`src/rtl/bk_pipe_subtractor_if.sv`:
```
// Operand-issue and result-writeback channels of the pipelined Brent-Kung subtractor.
// The issuing side uses the master modport; the subtractor uses the slave modport.
interface bk_pipe_subtractor_if #(
    parameter int WIDTH = 16,
    parameter int TAG_W = 4
) ();
    logic             in_valid;
    logic             in_ready;
    logic [WIDTH-1:0] in_a;
    logic [WIDTH-1:0] in_b;
    logic             in_bin;
    logic [TAG_W-1:0] in_tag;

    logic             out_valid;
    logic             out_ready;
    logic [WIDTH-1:0] out_diff;
    logic             out_bout;
    logic             out_ovf;
    logic             out_zero;
    logic [TAG_W-1:0] out_tag;

    modport master (
        output in_valid, in_a, in_b, in_bin, in_tag, out_ready,
        input  in_ready, out_valid, out_diff, out_bout, out_ovf, out_zero, out_tag
    );

    modport slave (
        input  in_valid, in_a, in_b, in_bin, in_tag, out_ready,
        output in_ready, out_valid, out_diff, out_bout, out_ovf, out_zero, out_tag
    );
endinterface

```
`src/rtl/bk_pipe_subtractor.sv`:
```
// Three-stage valid/ready subtractor diff = a - b - bin, computed as a + ~b + ~bin
// through a Brent-Kung prefix tree split into up-sweep (S2) and down-sweep (S3).
module bk_pipe_subtractor #(
    parameter int WIDTH = 16,
    parameter int TAG_W = 4
) (
    input  logic                 clk,
    input  logic                 rst_n,
    bk_pipe_subtractor_if.slave  bus
);
    localparam int LEVELS = $clog2(WIDTH);

    // Group-generate combine: g_hi | (p_hi & g_lo).
    function automatic logic ao21(input logic a, input logic b, input logic c);
        return (a & b) | c;
    endfunction

    logic             adv;

    logic             s1_valid;
    logic [WIDTH-1:0] s1_p;
    logic [WIDTH-1:0] s1_g;
    logic             s1_cin;
    logic             s1_a_msb;
    logic             s1_b_msb;
    logic [TAG_W-1:0] s1_tag;

    logic             s2_valid;
    logic [WIDTH-1:0] s2_p;
    logic [WIDTH-1:0] s2_g;
    logic             s2_cin;
    logic             s2_a_msb;
    logic             s2_b_msb;
    logic [TAG_W-1:0] s2_tag;

    logic             s3_valid;
    logic [WIDTH-1:0] s3_diff;
    logic             s3_bout;
    logic             s3_ovf;
    logic             s3_zero;
    logic [TAG_W-1:0] s3_tag;

    logic [WIDTH-1:0] nb;
    logic [WIDTH-1:0] pre_p;
    logic [WIDTH-1:0] pre_g;
    logic [WIDTH-1:0] up_g;
    logic [WIDTH-1:0] up_p;
    logic [WIDTH-1:0] dn_g;
    logic             grp_p;
    logic [WIDTH-1:0] sum;
    logic             cout;
    logic             ovf;

    // A full output register is the only thing that can stall the pipe.
    assign adv          = ~s3_valid | bus.out_ready;
    assign bus.in_ready = adv;

    assign nb    = ~bus.in_b;
    assign pre_p = bus.in_a ^ nb;
    assign pre_g = bus.in_a & nb;

    // Up-sweep. The carry-in is folded into bit 0 so every span ending at bit 0
    // already holds the true carry into the next bit.
    // NOTE: always_comb assigns every output first, so no path can infer a latch.
    always_comb begin
        up_g    = s1_g;
        up_p    = s1_p;
        up_g[0] = ao21(s1_p[0], s1_cin, s1_g[0]);
        for (int l = 0; l < LEVELS; l++) begin
            for (int i = (2 << l) - 1; i < WIDTH; i += (2 << l)) begin
                up_g[i] = ao21(up_p[i], up_g[i - (1 << l)], up_g[i]);
                up_p[i] = up_p[i] & up_p[i - (1 << l)];
            end
        end
    end

    // Down-sweep fills the remaining prefixes. Each node's group propagate is
    // regenerated from the registered bit propagates rather than carried in S2.
    always_comb begin
        dn_g  = s2_g;
        grp_p = 1'b1;
        for (int l = LEVELS - 2; l >= 0; l--) begin
            for (int i = 3 * (1 << l) - 1; i < WIDTH; i += (2 << l)) begin
                grp_p = 1'b1;
                for (int j = 0; j < (1 << l); j++) begin
                    grp_p = grp_p & s2_p[i - j];
                end
                dn_g[i] = ao21(grp_p, dn_g[i - (1 << l)], dn_g[i]);
            end
        end
        sum  = s2_p ^ {dn_g[WIDTH-2:0], s2_cin};
        cout = dn_g[WIDTH-1];
        ovf  = (s2_a_msb ^ s2_b_msb) & (sum[WIDTH-1] ^ s2_a_msb);
    end

    // NOTE: sequential state uses <= so every stage samples the pre-edge value of its upstream.
    always_ff @(posedge clk) begin
        if (!rst_n) begin
            // NOTE: data registers are cleared along with the valids so outputs read 0 after reset.
            s1_valid <= 1'b0;
            s1_p     <= '0;
            s1_g     <= '0;
            s1_cin   <= 1'b0;
            s1_a_msb <= 1'b0;
            s1_b_msb <= 1'b0;
            s1_tag   <= '0;
            s2_valid <= 1'b0;
            s2_p     <= '0;
            s2_g     <= '0;
            s2_cin   <= 1'b0;
            s2_a_msb <= 1'b0;
            s2_b_msb <= 1'b0;
            s2_tag   <= '0;
            s3_valid <= 1'b0;
            s3_diff  <= '0;
            s3_bout  <= 1'b0;
            s3_ovf   <= 1'b0;
            s3_zero  <= 1'b0;
            s3_tag   <= '0;
        end else if (adv) begin
            s1_valid <= bus.in_valid;
            s1_p     <= pre_p;
            s1_g     <= pre_g;
            s1_cin   <= ~bus.in_bin;
            s1_a_msb <= bus.in_a[WIDTH-1];
            s1_b_msb <= bus.in_b[WIDTH-1];
            s1_tag   <= bus.in_tag;

            s2_valid <= s1_valid;
            s2_p     <= s1_p;
            s2_g     <= up_g;
            s2_cin   <= s1_cin;
            s2_a_msb <= s1_a_msb;
            s2_b_msb <= s1_b_msb;
            s2_tag   <= s1_tag;

            s3_valid <= s2_valid;
            s3_diff  <= sum;
            s3_bout  <= ~cout;
            s3_ovf   <= ovf;
            s3_zero  <= (sum == '0);
            s3_tag   <= s2_tag;
        end
    end

    assign bus.out_valid = s3_valid;
    assign bus.out_diff  = s3_diff;
    assign bus.out_bout  = s3_bout;
    assign bus.out_ovf   = s3_ovf;
    assign bus.out_zero  = s3_zero;
    assign bus.out_tag   = s3_tag;
endmodule

```
`src/flat_wrapper.sv`:
```
// flat-port wrapper written by rule: the top's interface ports become plain ports
module bk_pipe_subtractor_flat 
#(
    parameter int WIDTH = 16,
    parameter int TAG_W = 4
)
  (clk, rst_n, bus_in_valid, bus_in_a, bus_in_b, bus_in_bin, bus_in_tag, bus_out_ready, bus_in_ready, bus_out_valid, bus_out_diff, bus_out_bout, bus_out_ovf, bus_out_zero, bus_out_tag);
  bk_pipe_subtractor_if #(.WIDTH(WIDTH), .TAG_W(TAG_W)) bus_i ();
  input  logic clk;
  input  logic rst_n;
  input wire logic [$bits(bus_i.in_valid)-1:0] bus_in_valid;
  input wire logic [$bits(bus_i.in_a)-1:0] bus_in_a;
  input wire logic [$bits(bus_i.in_b)-1:0] bus_in_b;
  input wire logic [$bits(bus_i.in_bin)-1:0] bus_in_bin;
  input wire logic [$bits(bus_i.in_tag)-1:0] bus_in_tag;
  input wire logic [$bits(bus_i.out_ready)-1:0] bus_out_ready;
  output wire logic [$bits(bus_i.in_ready)-1:0] bus_in_ready;
  output wire logic [$bits(bus_i.out_valid)-1:0] bus_out_valid;
  output wire logic [$bits(bus_i.out_diff)-1:0] bus_out_diff;
  output wire logic [$bits(bus_i.out_bout)-1:0] bus_out_bout;
  output wire logic [$bits(bus_i.out_ovf)-1:0] bus_out_ovf;
  output wire logic [$bits(bus_i.out_zero)-1:0] bus_out_zero;
  output wire logic [$bits(bus_i.out_tag)-1:0] bus_out_tag;
  assign bus_i.in_valid = bus_in_valid;
  assign bus_i.in_a = bus_in_a;
  assign bus_i.in_b = bus_in_b;
  assign bus_i.in_bin = bus_in_bin;
  assign bus_i.in_tag = bus_in_tag;
  assign bus_i.out_ready = bus_out_ready;
  assign bus_in_ready = bus_i.in_ready;
  assign bus_out_valid = bus_i.out_valid;
  assign bus_out_diff = bus_i.out_diff;
  assign bus_out_bout = bus_i.out_bout;
  assign bus_out_ovf = bus_i.out_ovf;
  assign bus_out_zero = bus_i.out_zero;
  assign bus_out_tag = bus_i.out_tag;
  bk_pipe_subtractor #(.WIDTH(WIDTH), .TAG_W(TAG_W)) u_core (.clk(clk), .rst_n(rst_n), .bus(bus_i));
endmodule
```
`config.mk`:
```
export PLATFORM = sky130hd
export DESIGN_NAME = bk_pipe_subtractor_flat
export DESIGN_NICKNAME = d
export VERILOG_FILES = /design/src/rtl/bk_pipe_subtractor_if.sv /design/src/rtl/bk_pipe_subtractor.sv /design/src/flat_wrapper.sv
export SDC_FILE = /design/constraint.sdc
export NUM_CORES = 1
export LEC_CHECK = 0
export ABC_CLOCK_PERIOD_IN_PS = 3300
export BUFFER_PORTS_ARGS = -buffer_cell sky130_fd_sc_hd__buf_2
export CELL_PAD_IN_SITES_DETAIL_PLACEMENT = 2
export CELL_PAD_IN_SITES_GLOBAL_PLACEMENT = 2
export CORE_MARGIN = 5
export CORE_UTILIZATION = 35
export DETAILED_ROUTE_END_ITERATION = 16
export PLACE_DENSITY_LB_ADDON = 0.05
export SLEW_MARGIN = 20
export SYNTH_ARGS = -nofsm -noshare
export SYNTH_HDL_FRONTEND = slang
export SYNTH_SLANG_ARGS = --single-unit
```
`constraint.sdc`:
```
create_clock -name clk -period 3.3 [get_ports clk]
set_clock_uncertainty 0.2 [all_clocks]
set_input_delay 0.33 -clock clk [delete_from_list [all_inputs] [get_ports clk]]
set_output_delay 0.33 -clock clk [all_outputs]
set_load 0.05 [all_outputs]
```
==> results of run 1 <==
==> layer usage <==
| metal | routed length [um] | up-vias |
|---|---|---|
| met4 | 199 | 0 |
| met3 | 431 | 14 |
| met2 | 5300 | 61 |
| li1 | - | 1843 |
| met1 | 5810 | 1744 |
| met5 | 0 | - |
==> worst max-delay path by stage <==
stage	endpoint	cells past startpoint
after floorplan	u_core.bus.out_zero$_SDFFE_PN0P_	8
after global placement	u_core.bus.out_diff[11]$_SDFFE_PN0P_	4
after detailed placement	u_core.bus.out_zero$_SDFFE_PN0P_	8
after CTS	bus_in_ready	3
after global routing	bus_in_ready	3
final	bus_in_ready	3
==> repair_timing <==
item                       in CTS  in global routing
buffers inserted                0                  0
hold endpoints to repair        1                  0
setup endpoints to repair       0                  0
hold buffers                    1                  0
==> cells by family after synthesis <==
kind of cell               share of synthesized area, %
buffers and inverters                              5.64
adders and majority gates                          6.79
DFF                                                49.2
and+or+nand+nor                                    20.6
xor gates and xnor gates                           1.86
AOI/OAI and AO/OA                                  15.9
==> power groups by stage <==
stage / registers [W] / clock network, W / logic [W]
after global placement: 0.00141 / 0 / 0.000301
after global routing: 0.00139 / 0.00117 / 0.000345
after detailed placement: 0.00141 / 0 / 0.000310
after CTS: 0.00138 / 0.00112 / 0.000314
after floorplan: 0.00145 / 0 / 0.000160
final: 0.00138 / 0.00109 / 0.000308
==> synthesized netlist by cell type (2+ instances only) <==
| cell type | n |
|---|---|
| dfxtp_1 | 104 |
| a21oi_1 | 97 |
| buf_2 | 22 |
| nand2_1 | 178 |
| o21ai_0 | 3 |
| a211oi_1 | 6 |
| o21ai_1 | 3 |
| nor2_1 | 27 |
| inv_2 | 2 |
| ha_1 | 23 |
| nor4_1 | 3 |
| xor2_1 | 2 |
| a31o_1 | 2 |
| buf_4 | 4 |
| a21o_1 | 2 |
| nor2b_1 | 2 |
| nand4_1 | 4 |
| nor3_1 | 2 |
| xnor2_1 | 7 |
| inv_1 | 16 |
| clkbuf_1 | 4 |
| a311oi_1 | 2 |
| buf_1 | 2 |
==> placed cells by master (no fill, tap or decap), types with 5 or more instances in the layout <==
| cell type | instances |
|---|---|
| dfxtp_1 | 104 |
| buf_2 | 65 |
| nor2_1 | 27 |
| inv_1 | 16 |
| xnor2_1 | 7 |
| nand2_1 | 178 |
| a211oi_1 | 6 |
| clkbuf_8 | 5 |
| ha_1 | 23 |
| clkbuf_16 | 9 |
| a21oi_1 | 97 |
| buf_4 | 7 |
==> flip-flops by register name, summed over array words and instances (netlist names) <==
name / flops
u_core.s2_tag: 4
u_core.s1_tag: 4
u_core.s2_valid: 1
u_core.s1_cin: 1
u_core.bus.out_zero: 1
u_core.bus.out_tag: 4
u_core.bus.out_valid: 1
u_core.s1_p: 16
u_core.s1_a_msb: 1
u_core.bus.out_diff: 16
u_core.s2_p: 16
u_core.bus.out_ovf: 1
u_core.bus.out_bout: 1
u_core.s2_a_msb: 1
u_core.s2_g: 16
u_core.s2_cin: 1
u_core.s1_g: 16
u_core.s1_b_msb: 1
u_core.s2_b_msb: 1
u_core.s1_valid: 1
==> layout make-up <==
type                            count  area share [%]
Tap cell                          147            3.72
Inverter                           18            1.42
Clock buffer                       14            5.94
Multi-Input combinational cell    375            38.8
Sequential cell                   104            42.1
Clock inverter                      2           0.202
Timing Repair Buffer               73            7.84
==> worst max-delay path, cell delays in order, from the launching register on <==
cell      delay [ns]
dfxtp_1         0.34
nor2b_4         0.28
clkinv_2        0.49
buf_2           0.40
==> metrics by stage <==
stage / utilization (%) / setup slack [ns] / total power, W / hold WS [ns] / std cells
6_report: 41.4 / 0.894 / 0.00278 / 0.0207 / 733
5_1_grt: 41.4 / 0.768 / 0.00290 / 0.0278 / 733
4_1_cts: 41.4 / 0.872 / 0.00282 / 0.0129 / 733
3_5_place_dp: 38.7 / 0.999 / 0.00172 / 0.243 / 716
3_3_place_gp: 38.7 / 1.05 / 0.00171 / 0.236 / 716
2_1_floorplan: - / 1.19 / 0.00161 / 0.214 / 530
==> flow_metrics.py, run 1 <==
metrics = {
    "synth": {
        "postSynthCellCount": 530,
        "yosysWarnings": 0,
        "synth-edff-count": 0,
        "ys.flop_type": "dfxtp_1",
        "async_flop_share_pct": 0,
        "synth_area_sq_mm": 0.00424,
        "syn_area_per_cell_sq_um": 7.99,
        "synth_nets": 594,
        "ys_types": 36,
        "yosysSeqAreaShare_pct": 49.2,
        "synth_top_area_share_pct": 49.2,
        "synth_top_cell_by_area": "dfxtp_1",
        "synthTopCellsByArea": "dfxtp_1 49%, nand2_1 16%, a21oi_1 11%",
        "synth.ff_latch_count": 104,
    },
    "timing": {
        "setup_viol": 0,
        "slew_headroom_pct": 40.4,
        "worst_slew_pin_slew_ns": 0.894,
        "fmax_mhz": 416,
        "min_period_ns": 2.41,
        "slew_viol_final": 0,
        "fin_crit_sh_pct": 72.9,
        "rsz0062_at_grt": "no",
        "setup_tns_ns": 0,
        "hold_violations": 0,
    },
    "clocking": {
        "cts_tree": "yes",
        "cts_buffers": 9,
        "cts.clk_slew.worst_paths_ns": 0.07,
        "cts_max_level": 3,
        "clock-sinks": 104,
        "clockBufferDepth": 2,
        "insertion_delay_ns": 0.35,
        "postCtsResizedCells": 0,
        "cts_root_buf": "clkbuf_16",
    },
    "cells_and_area": {
        "fillers": 1363,
        "nets": 645,
        "syn2layout_area_growth_pct": 16.9,
        "final_cell_area_sq_mm": 0.00495,
        "regArea_sq_mm": 0.00208,
        "layout-drive-gt1-share_pct": 16.2,
        "diodes": 0,
        "multiInputGateArea_sq_mm": 0.00192,
    },
    "pwr": {
        "power_frac_comb_pct": 11.1,
        "switching_share_pct": 26.3,
        "p_sw_w": 0.000731,
        "p_leak_nw": 2.16,
        "powerDensity_mw_per_mm2": 561,
        "seqPwrFrac_pct": 49.8,
        "pwr-share-clk_pct": 39.1,
        "intPower_w": 0.00205,
        "peakVddDrop_uv": 215,
    },
    "hold_path": {
        "hold_start": "bus_in_tag[1]",
        "hold_end": "u_core.s1_tag[1]$_SDFFE_PN0P_",
        "hold_path_class": "in2reg",
        "hold_path_depth": 3,
    },
    "flow_run": {
        "drv_cap": 0,
    },
    "drt": {
        "wl_per_cell_um": 16.0,
        "drt_iter0_markers": 160,
        "vias": 3662,
        "first_pass_iters": 4,
        "avgViaCountPerCell": 5.00,
        "route.antenna.remaining_nets": 0,
        "drc": 0,
        "wirelength_um": 11700,
    },
    "setup_path": {
        "r2r-end": "u_core.bus.out_zero$_SDFFE_PN0P_",
        "timing.rr.start": "u_core.s2_g[7]$_SDFFE_PN0P_",
        "crit_path_start": "u_core.bus.out_valid$_SDFFE_PN0P_",
        "start_kind": "flop",
        "crit_fanout": 37,
        "worstPathArrival_ns": 1.88,
        "critPathCaptureType": "output pin",
        "ff2ff_setup_slack_ns": 0.96,
        "worst_r2r_path_depth": 8,
        "crit_type": "reg2out",
        "worstPathRequired_ns": 2.77,
    },
    "place": {
        "port-buffer-count": 65,
        "place_hpwl_um": 8080,
        "dpl_cell_area_sq_mm": 0.00463,
        "place_congestion": 0.745,
    },
    "die": {
        "pin_count": 66,
        "die_h_um": 120,
        "dieArea_sq_mm": 0.0144,
        "initial_core_util_pct": 35.4,
        "die_w_um": 120,
        "num_rows": 40,
        "core_sq_mm": 0.0120,
    },
    "global_routing": {
        "use_met2_pct": 27.7,
        "grt-busiest-layer": "met2",
        "grt_usage_pct": 16.8,
        "met1_usage_pct": 21.8,
        "grt_pass1_wl_um": 19400,
        "grt_max_degree": 62,
        "grt_pass1_vias": 3857,
        "antenna_found_initial": 0,
        "globalRouteOverflowTotal": 0,
        "use_met3_pct": 3.02,
    },
    "run_status": {
        "outcome": "completed",
    },
}
Note: power is estimated with default switching activity, not from simulation.
==> run 2, diff against run 1 <==
- ABC_CLOCK_PERIOD_IN_PS: 3300 -> 2000
- CORE_UTILIZATION: 35 -> 29
- clock period: 3.3 -> 2 ns (I/O delays scaled with it)
==> flow_metrics.py, run 2 (synthesis gave the netlist of run 1 again) <==
metrics = {
    "drt": {
        "wl_per_cell_um": 15.7,
        "route.antenna.remaining_nets": 0,
        "avgViaCountPerCell": 4.76,
        "vias": 3750,
        "first_pass_iters": 4,
        "drc": 0,
        "wirelength_um": 12300,
        "drt_iter0_markers": 119,
    },
    "timing": {
        "rsz0062_at_grt": "yes",
        "hold_violations": 0,
        "slew_viol_final": 0,
        "setup_viol": 2,
        "fmax_mhz": 480,
        "worst_slew_pin_slew_ns": 0.471,
        "fin_crit_sh_pct": 104,
        "setup_tns_ns": -0.113,
        "slew_headroom_pct": 68.6,
        "setup_ws_ns": -0.0842,
        "min_period_ns": 2.08,
    },
    "setup_path": {
        "worstPathArrival_ns": 2.17,
        "crit_path_start": "u_core.s2_p[8]$_SDFFE_PN0P_",
        "ff2ff_setup_slack_ns": -0.08,
        "start_kind": "flop",
        "crit_fanout": 2,
        "worstPathRequired_ns": 2.09,
        "crit_type": "reg2reg",
        "r2r-end": "u_core.bus.out_zero$_SDFFE_PN0P_",
        "timing.rr.start": "u_core.s2_p[8]$_SDFFE_PN0P_",
        "worst_r2r_path_depth": 8,
        "crit_end": "u_core.bus.out_zero$_SDFFE_PN0P_",
        "critPathCaptureType": "flop",
    },
    "clocking": {
        "cts_buffers": 9,
        "cts_root_buf": "clkbuf_16",
        "cts.clk_slew.worst_paths_ns": 0.07,
        "insertion_delay_ns": 0.34,
        "cts_tree": "yes",
        "clock-sinks": 104,
        "clockBufferDepth": 2,
        "cts_max_level": 3,
    },
    "cells_and_area": {
        "layout_common_cells": "178 x nand2_1, 103 x dfxtp_1, 97 x a21oi_1",
        "final_common_cell": "nand2_1",
        "syn2layout_area_growth_pct": 24.3,
        "nets": 665,
        "fillers": 1681,
        "layout-drive-gt1-share_pct": 18.7,
        "instances_no_fill": 787,
        "regArea_sq_mm": 0.00208,
        "multiInputGateArea_sq_mm": 0.00201,
        "diodes": 0,
    },
    "run_status": {
        "outcome": "finished with violations",
        "violations": "setup timing",
    },
    "hold_path": {
        "hold_path_class": "in2reg",
        "hold_path_depth": 3,
    },
    "global_routing": {
        "globalRouteOverflowTotal": 0,
        "grt_max_degree": 100,
        "grt_usage_pct": 15.2,
        "antenna_found_initial": 0,
        "grt_pass1_wl_um": 20400,
        "grt_pass1_vias": 4021,
    },
    "die": {
        "pin_count": 66,
        "num_rows": 44,
        "dieArea_sq_mm": 0.0171,
        "initial_core_util_pct": 29.4,
        "core_sq_mm": 0.0144,
        "die_h_um": 131,
        "die_w_um": 131,
    },
    "pwr": {
        "powerDensity_mw_per_mm2": 856,
        "peakVddDrop_uv": 397,
        "p_leak_nw": 2.26,
    },
    "place": {
        "port-buffer-count": 65,
        "dp_cells": 766,
        "place_ws_ns": -0.313,
        "place_congestion": 0.706,
        "place_hpwl_um": 8560,
    },
    "flow_run": {
        "drv_cap": 0,
    },
}
-- run 2: per-layer routing --
layer  vias up  part of all wire [%]  routed length [um]  GRT usage, %
met4         0                   1.6                 192          5.44
met2        51                    46                5670          24.4
li1       1886                     -                   -             -
met1      1801                    50                6130          20.7
met5         -                     0                   0             0
met3        12                   2.9                 353          2.44
-- run 2: cell type report --
cell class                      instances  share of cell area (%)
Timing Repair Buffer                   93                    11.5
Inverter                               18                    1.38
Multi-Input combinational cell        375                    38.2
Clock buffer                           12                    4.87
Sequential cell                       104                    39.6
Clock inverter                          1                  0.0951
Tap cell                              184                    4.37
-- run 2: how the worst min path moves through the flow --
stage	end	from	slack (ns)
finish	u_core.bus.out_diff[0]$_SDFFE_PN0P_	rst_n	0.03
global route	u_core.bus.out_diff[0]$_SDFFE_PN0P_	rst_n	0.05
CTS	u_core.s1_p[14]$_SDFFE_PN0P_	bus_in_a[14]	0.02
detailed placement	u_core.s1_cin$_SDFFE_PN0P_	bus_in_bin	0.19
global placement	u_core.s1_cin$_SDFFE_PN0P_	bus_in_bin	0.18
floorplan	u_core.s1_cin$_SDFFE_PN0P_	bus_in_bin	0.1
-- run 2: metrics by stage --
| stage | power, W | util, % | hold WS (ns) | cell area [sq um] |
|---|---|---|---|---|
| finish | 0.00450 | 36.5 | 0.0278 | 5270 |
| global route | 0.00474 | 36.5 | 0.0467 | 5270 |
| CTS | 0.00459 | 36.5 | 0.0247 | 5260 |
| detailed placement | 0.00288 | 33.5 | 0.190 | 4830 |
| global placement | 0.00286 | 33.5 | 0.183 | 4830 |
| floorplan | 0.00266 | - | 0.0956 | 4240 |
-- run 2: power breakdown --
part	leakage [nW]	internal [W]	total [W]	switching (W)
registers	0.855	0.00219	0.00228	0.0000911
clock network	0.130	0.000891	0.00164	0.000753
logic	1.27	0.000226	0.000579	0.000353
-- run 2: worst max-delay path, stage by stage (launching register included) --
cell,delay (ns)
dfxtp_2,0.32
and3_4,0.17
a31o_1,0.20
buf_4,0.15
ha_4,0.24
nor4_4,0.22
nand3_1,0.12
nor4_2,0.26
a32o_1,0.14
-- run 2: what timing repair did --
action                     4_1_cts  5_1_grt
pin swaps                        7        2
setup endpoints to repair        3        2
setup buffers                    0        0
gates resized for setup         10        1
hold buffers                     8        0
hold endpoints to repair         8        0
